## config.mk

```make
export PLATFORM = sky130hd
export DESIGN_NAME = ru_fault_capture_flat
export DESIGN_NICKNAME = d
export VERILOG_FILES = /design/src/rtl/ru_fault_capture_if.sv /design/src/rtl/ru_fault_capture.sv /design/src/flat_wrapper.sv
export SDC_FILE = /design/constraint.sdc
export NUM_CORES = 1
export LEC_CHECK = 0
export BUFFER_PORTS_ARGS = -buffer_cell sky130_fd_sc_hd__clkbuf_2
export CORE_MARGIN = 8
export CORE_UTILIZATION = 30
export CTS_CLUSTER_SIZE = 40
export DETAILED_ROUTE_END_ITERATION = 16
export SETUP_SLACK_MARGIN = 0.05
export SYNTH_ARGS = -nofsm -noshare
export SYNTH_HDL_FRONTEND = slang
export SYNTH_SLANG_ARGS = --single-unit
```

## constraint.sdc

```tcl
create_clock -name clk -period 3.32 [get_ports clk]
set_input_delay 0.332 -clock clk [delete_from_list [all_inputs] [get_ports clk]]
set_output_delay 0.332 -clock clk [all_outputs]
set_load 0.005 [all_outputs]
```

## src/rtl/ru_fault_capture_if.sv

```systemverilog
// ru_fault_capture_if: PE output stream plus recompute-buffer write port.
//   PE stream   : in_valid, in_ready, in_last, in_row[ROWS], in_col[COLS], in_data[WORD_SIZE]
//   buffer write: buf_we, buf_row[ROWS], buf_col[COLS], buf_data[WORD_SIZE]
// master = PE side / buffer consumer, slave = ru_fault_capture.
interface ru_fault_capture_if #(
    parameter int unsigned ROWS      = 4,
    parameter int unsigned COLS      = 4,
    parameter int unsigned WORD_SIZE = 16
);
    logic                 in_valid;
    logic                 in_ready;
    logic                 in_last;
    logic [ROWS-1:0]      in_row;
    logic [COLS-1:0]      in_col;
    logic [WORD_SIZE-1:0] in_data;

    logic                 buf_we;
    logic [ROWS-1:0]      buf_row;
    logic [COLS-1:0]      buf_col;
    logic [WORD_SIZE-1:0] buf_data;

    modport master (
        output in_valid, in_last, in_row, in_col, in_data,
        input  in_ready, buf_we, buf_row, buf_col, buf_data
    );

    modport slave (
        input  in_valid, in_last, in_row, in_col, in_data,
        output in_ready, buf_we, buf_row, buf_col, buf_data
    );
endinterface

```

## src/rtl/ru_fault_capture.sv

```systemverilog
// ru_fault_capture: captures PE output beats whose (row, col) matches a valid
// fault-table entry and forwards them to the recompute data buffer.
// Ports:
//   clk, rst                 : clock, synchronous active-high reset
//   fault_load/idx/row/col   : fault-table write (IDLE only, range-checked)
//   clear_faults             : invalidate all entries (IDLE only, load wins)
//   start / done             : pass start pulse / one-cycle completion pulse
//   pe (slave)               : PE beat stream in, buffer write port out
//   hit_vec                  : per-entry "captured this pass" flags
//   hit_count                : buffer-write counter, present only with
//                              RU_FAULT_CAPTURE_STATS_EN defined
module ru_fault_capture #(
    parameter int unsigned ROWS      = 4,
    parameter int unsigned COLS      = 4,
    parameter int unsigned NUM_RU    = 4,
    parameter int unsigned WORD_SIZE = 16
) (
    input  logic                      clk,
    input  logic                      rst,
    input  logic                      fault_load,
    input  logic [$clog2(NUM_RU)-1:0] fault_idx,
    input  logic [ROWS-1:0]           fault_row,
    input  logic [COLS-1:0]           fault_col,
    input  logic                      clear_faults,
    input  logic                      start,
    output logic                      done,
    ru_fault_capture_if.slave         pe,
    output logic [NUM_RU-1:0]         hit_vec
`ifdef RU_FAULT_CAPTURE_STATS_EN
    ,
    output logic [15:0]               hit_count
`endif
);

    localparam int unsigned IDX_W = $clog2(NUM_RU);

    typedef enum logic [1:0] {
        IDLE    = 2'd0,
        CAPTURE = 2'd1,
        DONE    = 2'd2
    } state_t;

    state_t               state_q, state_d;
    logic [NUM_RU-1:0]    tbl_valid_q, tbl_valid_d;
    logic [ROWS-1:0]      tbl_row_q [NUM_RU];
    logic [ROWS-1:0]      tbl_row_d [NUM_RU];
    logic [COLS-1:0]      tbl_col_q [NUM_RU];
    logic [COLS-1:0]      tbl_col_d [NUM_RU];
    logic                 in_ready_q, in_ready_d;
    logic                 done_q, done_d;
    logic                 buf_we_q, buf_we_d;
    logic [ROWS-1:0]      buf_row_q, buf_row_d;
    logic [COLS-1:0]      buf_col_q, buf_col_d;
    logic [WORD_SIZE-1:0] buf_data_q, buf_data_d;
    logic [NUM_RU-1:0]    hit_vec_q, hit_vec_d;
`ifdef RU_FAULT_CAPTURE_STATS_EN
    logic [15:0]          hit_count_q, hit_count_d;
`endif

    logic                 accept;
    logic                 load_ok;
    logic                 hit_any;
    logic [IDX_W-1:0]     hit_idx;

    // Next-state, fault-table update and capture datapath.
    always_comb begin
        state_d     = state_q;
        tbl_valid_d = tbl_valid_q;
        tbl_row_d   = tbl_row_q;
        tbl_col_d   = tbl_col_q;
        buf_we_d    = 1'b0;
        buf_row_d   = buf_row_q;
        buf_col_d   = buf_col_q;
        buf_data_d  = buf_data_q;
        hit_vec_d   = hit_vec_q;
`ifdef RU_FAULT_CAPTURE_STATS_EN
        hit_count_d = hit_count_q;
`endif
        accept  = pe.in_valid && in_ready_q;
        load_ok = fault_load
                  && (fault_row < ROWS'(ROWS))
                  && (fault_col < COLS'(COLS))
                  && ({1'b0, fault_idx} < (IDX_W+1)'(NUM_RU));

        // Descending scan so the lowest matching index is the one kept.
        hit_any = 1'b0;
        hit_idx = '0;
        for (int i = NUM_RU - 1; i >= 0; i--) begin
            if (tbl_valid_q[i] && (tbl_row_q[i] == pe.in_row) && (tbl_col_q[i] == pe.in_col)) begin
                hit_any = 1'b1;
                hit_idx = IDX_W'(i);
            end
        end

        case (state_q)
            IDLE: begin
                if (clear_faults) begin
                    tbl_valid_d = '0;
                end
                if (load_ok) begin
                    tbl_valid_d[fault_idx] = 1'b1;
                    tbl_row_d[fault_idx]   = fault_row;
                    tbl_col_d[fault_idx]   = fault_col;
                end
                if (start) begin
                    state_d     = CAPTURE;
                    hit_vec_d   = '0;
`ifdef RU_FAULT_CAPTURE_STATS_EN
                    hit_count_d = 16'd0;
`endif
                end
            end
            CAPTURE: begin
                if (accept) begin
                    if (hit_any) begin
                        buf_we_d           = 1'b1;
                        buf_row_d          = pe.in_row;
                        buf_col_d          = pe.in_col;
                        buf_data_d         = pe.in_data;
                        hit_vec_d[hit_idx] = 1'b1;
`ifdef RU_FAULT_CAPTURE_STATS_EN
                        if (hit_count_q != 16'hFFFF) begin
                            hit_count_d = hit_count_q + 16'd1;
                        end
`endif
                    end
                    if (pe.in_last) begin
                        state_d = DONE;
                    end
                end
            end
            DONE: begin
                state_d = IDLE;
            end
            default: begin
                state_d = IDLE;
            end
        endcase

        // Status outputs registered alongside the state they decode.
        in_ready_d = (state_d == CAPTURE);
        done_d     = (state_d == DONE);
    end

    // State and output registers.
    always_ff @(posedge clk) begin
        if (rst) begin
            state_q     <= IDLE;
            tbl_valid_q <= '0;
            tbl_row_q   <= '{default: '0};
            tbl_col_q   <= '{default: '0};
            in_ready_q  <= 1'b0;
            done_q      <= 1'b0;
            buf_we_q    <= 1'b0;
            buf_row_q   <= '0;
            buf_col_q   <= '0;
            buf_data_q  <= '0;
            hit_vec_q   <= '0;
`ifdef RU_FAULT_CAPTURE_STATS_EN
            hit_count_q <= 16'd0;
`endif
        end else begin
            state_q     <= state_d;
            tbl_valid_q <= tbl_valid_d;
            tbl_row_q   <= tbl_row_d;
            tbl_col_q   <= tbl_col_d;
            in_ready_q  <= in_ready_d;
            done_q      <= done_d;
            buf_we_q    <= buf_we_d;
            buf_row_q   <= buf_row_d;
            buf_col_q   <= buf_col_d;
            buf_data_q  <= buf_data_d;
            hit_vec_q   <= hit_vec_d;
`ifdef RU_FAULT_CAPTURE_STATS_EN
            hit_count_q <= hit_count_d;
`endif
        end
    end

    assign pe.in_ready = in_ready_q;
    assign pe.buf_we   = buf_we_q;
    assign pe.buf_row  = buf_row_q;
    assign pe.buf_col  = buf_col_q;
    assign pe.buf_data = buf_data_q;
    assign done        = done_q;
    assign hit_vec     = hit_vec_q;
`ifdef RU_FAULT_CAPTURE_STATS_EN
    assign hit_count   = hit_count_q;
`endif

endmodule

```

## src/flat_wrapper.sv

```systemverilog
// flat-port wrapper written by rule: the top's interface ports become plain ports
module ru_fault_capture_flat 
#(
    parameter int unsigned ROWS      = 4,
    parameter int unsigned COLS      = 4,
    parameter int unsigned NUM_RU    = 4,
    parameter int unsigned WORD_SIZE = 16
)
  (clk, rst, fault_load, fault_idx, fault_row, fault_col, clear_faults, start, done, hit_vec, pe_in_valid, pe_in_last, pe_in_row, pe_in_col, pe_in_data, pe_in_ready, pe_buf_we, pe_buf_row, pe_buf_col, pe_buf_data);
  ru_fault_capture_if #(.ROWS(ROWS), .COLS(COLS), .WORD_SIZE(WORD_SIZE)) pe_i ();
  input  logic clk;
  input  logic rst;
  input  logic fault_load;
  input  logic [$clog2(NUM_RU)-1:0] fault_idx;
  input  logic [ROWS-1:0] fault_row;
  input  logic [COLS-1:0] fault_col;
  input  logic clear_faults;
  input  logic start;
  output logic done;
  output logic [NUM_RU-1:0] hit_vec;
  input wire logic [$bits(pe_i.in_valid)-1:0] pe_in_valid;
  input wire logic [$bits(pe_i.in_last)-1:0] pe_in_last;
  input wire logic [$bits(pe_i.in_row)-1:0] pe_in_row;
  input wire logic [$bits(pe_i.in_col)-1:0] pe_in_col;
  input wire logic [$bits(pe_i.in_data)-1:0] pe_in_data;
  output wire logic [$bits(pe_i.in_ready)-1:0] pe_in_ready;
  output wire logic [$bits(pe_i.buf_we)-1:0] pe_buf_we;
  output wire logic [$bits(pe_i.buf_row)-1:0] pe_buf_row;
  output wire logic [$bits(pe_i.buf_col)-1:0] pe_buf_col;
  output wire logic [$bits(pe_i.buf_data)-1:0] pe_buf_data;
  assign pe_i.in_valid = pe_in_valid;
  assign pe_i.in_last = pe_in_last;
  assign pe_i.in_row = pe_in_row;
  assign pe_i.in_col = pe_in_col;
  assign pe_i.in_data = pe_in_data;
  assign pe_in_ready = pe_i.in_ready;
  assign pe_buf_we = pe_i.buf_we;
  assign pe_buf_row = pe_i.buf_row;
  assign pe_buf_col = pe_i.buf_col;
  assign pe_buf_data = pe_i.buf_data;
  ru_fault_capture #(.ROWS(ROWS), .COLS(COLS), .NUM_RU(NUM_RU), .WORD_SIZE(WORD_SIZE)) u_core (.clk(clk), .rst(rst), .fault_load(fault_load), .fault_idx(fault_idx), .fault_row(fault_row), .fault_col(fault_col), .clear_faults(clear_faults), .start(start), .done(done), .pe(pe_i), .hit_vec(hit_vec));
endmodule
```

==> out/metrics.cfg <==
[outcome]
status = finished clean

[die]
initial_utilization = 0.309
num_rows = 36
num_io_pins = 72
coreArea_mm2 = 0.00982
die_w_um = 117
die_h_um = 117
die_area_mm2 = 0.0136

[power]
clkPwrFrac = 0.413
p_per_area_mw_per_mm2 = 444
p_leak_nw = 1.38
pwr-share-seq = 0.521
ir_worst_vdd_v = 0.000207
p_sw_frac = 0.233
p_int_mw = 1.23
combPwrFrac = 0.066
switchingPower_mw = 0.373

[critical_path]
path_depth = 5
crit_buf_inv = 0
cp.required_ps = 3580
cp_max_fo = 25
crit_chain = xnor2_1 -> nand3_1 -> nor3_1 -> o41a_2 -> mux2i_1
rrSetupSlack_ps = 1330
endpoint = u_core.pe.buf_data[0]
crit_path_end_kind = flip-flop
reg2reg_depth = 5
crit_family = compound AO/OA/AOI/OAI gates
reg2reg_from = u_core.tbl_row_q[6]
cp.arrival_ps = 2250
cp_slowest_cell = o41a_2
cp_slowest_stage_delay_ps = 690
criticalPathCategory = flip-flop to flip-flop
r2r-end = u_core.pe.buf_data[0]
startpoint = u_core.tbl_row_q[6]
worstSetupStartpointType = flip-flop

[cells_and_area]
finish.instance_area_mm2 = 0.00360
area_growth_pct = 18.6
diodes = 0
fillCellCount = 1027
nets = 403
drive_above_1_share = 0.253
stdcell_count = 500

[grt]
grt_usage = 0.104
antenna_found_initial = 0
grt_max_degree = 69
grt_overflow = 0
grt_pass1_wl_um = 10800
grt_pass1_vias = 2216

[clock_network]
postCtsSetupRepairBufs = 0
cts_buffers = 9
cts_tree = done
htreeDepth = 3
ctsLongestPathBuffers = 2
worst_skew_pair.late_latency_ps = 340
cts.sinks = 69
clk_pin_slew_ps = 80
post_cts_resized = 0
cts-root-buf = clkbuf_8
cts_hold_buffers = 0

[drt]
drc = 0
drtPass1Iterations = 4
viasPerCell = 4.34
totalWireLength_um = 6720
vias = 2168
initialDrtViolationCount = 116
ant_nets = 0
detail_route.wl_per_cell_um = 13.4

[logic_synthesis]
syn-num-nets = 340
ys_types = 30
yosysSeqAreaShare = 0.455
synth-edff-count = 0
synth_most_common_cell = dfxtp_1
synthTopCellsByArea = dfxtp_1, mux2i_1, nand2b_1, xnor2_1, and2_1
syn_avg_cell_area_um2 = 10.2
synth_area_mm2 = 0.00304
synth_seq_cells = 69
synthCells = 299
yosysWarnings = 0
synth_top_cell_by_area = dfxtp_1
yosys.area.top_type_share = 0.455
synthTopCellsByCount = dfxtp_1, nand2b_1, mux2i_1
synth_flop_cell = dfxtp_1
async_reset_ff_frac = 0

[sta]
final.setup.worst_slack_ps = 1330
fin_hold_ws_ps = 225
post-route-period-util = 0.599
worstMarginPinSlew_ps = 1110
final-setup-viol-count = 0
hold_viol = 0
finalSetupTns_ps = 0
period_minus_slack_ps = 1990
skew_ps = 10.3
maxSlewViolCount = 0
rsz0062_at_grt = false
fmax_ghz = 0.503
slew-limit-headroom = 0.257

[place]
place.gp.congestion = 0.765
dp_slack_ps = 1130
dp_cells = 484
hpwl_um = 5110
io_buffers = 71
dpl_cell_area_mm2 = 0.00341

[min_path]
min-delay-start = pe_in_data[12]
hold_class = input pin to flip-flop

[flow_run]
maxCapViolCount = 0

==> worst register-to-register path, cell delays in order (launching register included) <==
cell	delay, ps
dfxtp_1	320
xnor2_1	160
nand3_1	130
nor3_1	350
o41a_2	690
mux2i_1	270
==> routing by layer <==
layer | GRT usage | wire length [um]
met1 | 0.118 | 2850
met2 | 0.170 | 3200
met3 | 0.0300 | 531
met4 | 0.0589 | 142
met5 | 0 | 0
==> through the flow <==
stage / power, mW / util
floorplan: 0.923 / -
global placement: 0.957 / 0.347
detailed placement: 0.959 / 0.347
CTS: 1.63 / 0.367
global route: 1.68 / 0.367
finish: 1.60 / 0.367
==> kinds of logic after synthesis <==
kind of cell	after synthesis	synth area share
simple gates	124	0.240
xor+xnor	32	0.0923
flops	69	0.455
compound gates	11	0.0239
buf+inv	22	0.0544
mux	41	0.135
==> state kept, by name (all words and copies together), names as in the netlist <==
name	flops
u_core.tbl_row_q	16
u_core.pe.buf_we	1
u_core.done	1
u_core.tbl_col_q	16
u_core.pe.buf_col	4
u_core.hit_vec	4
u_core.pe.buf_data	16
u_core.tbl_valid_q	4
u_core.pe.in_ready	1
u_core.state_q	2
u_core.pe.buf_row	4
==> placed cells by master (no fill, tap or decap), drive strengths merged, types with 4 or more instances in the layout <==
cell type,n
xnor2,32
nand3,5
and2,17
nand4,4
nand2,6
clkbuf,81
mux2i,41
dfxtp,69
nand2b,46
a21oi,5
nor2,23
nor3,10
==> area by class of cell <==
type / instances / area [um^2] / area share
multi-input combinational: 208 / 1490 / 0.414
inverter: 2 / 7.51 / 0.00208
sequential: 69 / 1380 / 0.383
clock inverter: 6 / 63.8 / 0.0177
timing repair buffer: 72 / 363 / 0.101
clock buffer: 10 / 128 / 0.0354
tap: 133 / 166 / 0.0462
==> power by group through the flow <==
stage | registers (mW) | logic, mW | clock network (mW)
global placement | 0.852 | 0.105 | 0
floorplan | 0.851 | 0.0717 | 0
finish | 0.832 | 0.105 | 0.661
global route | 0.832 | 0.116 | 0.730
CTS | 0.832 | 0.108 | 0.686
detailed placement | 0.852 | 0.107 | 0
==> how the worst min path moves through the flow <==
stage                                   endpoint  slack [ps]  cells past startpoint
after floorplan            u_core.tbl_valid_q[2]         440                      2
after global placement     u_core.tbl_valid_q[2]         450                      2
after detailed placement   u_core.tbl_valid_q[2]         460                      2
after CTS                  u_core.pe.buf_data[9]         210                      3
after global routing      u_core.pe.buf_data[10]         210                      3
final                     u_core.pe.buf_data[12]         220                      3
No activity file was read; power rests on OpenSTA's default activity.
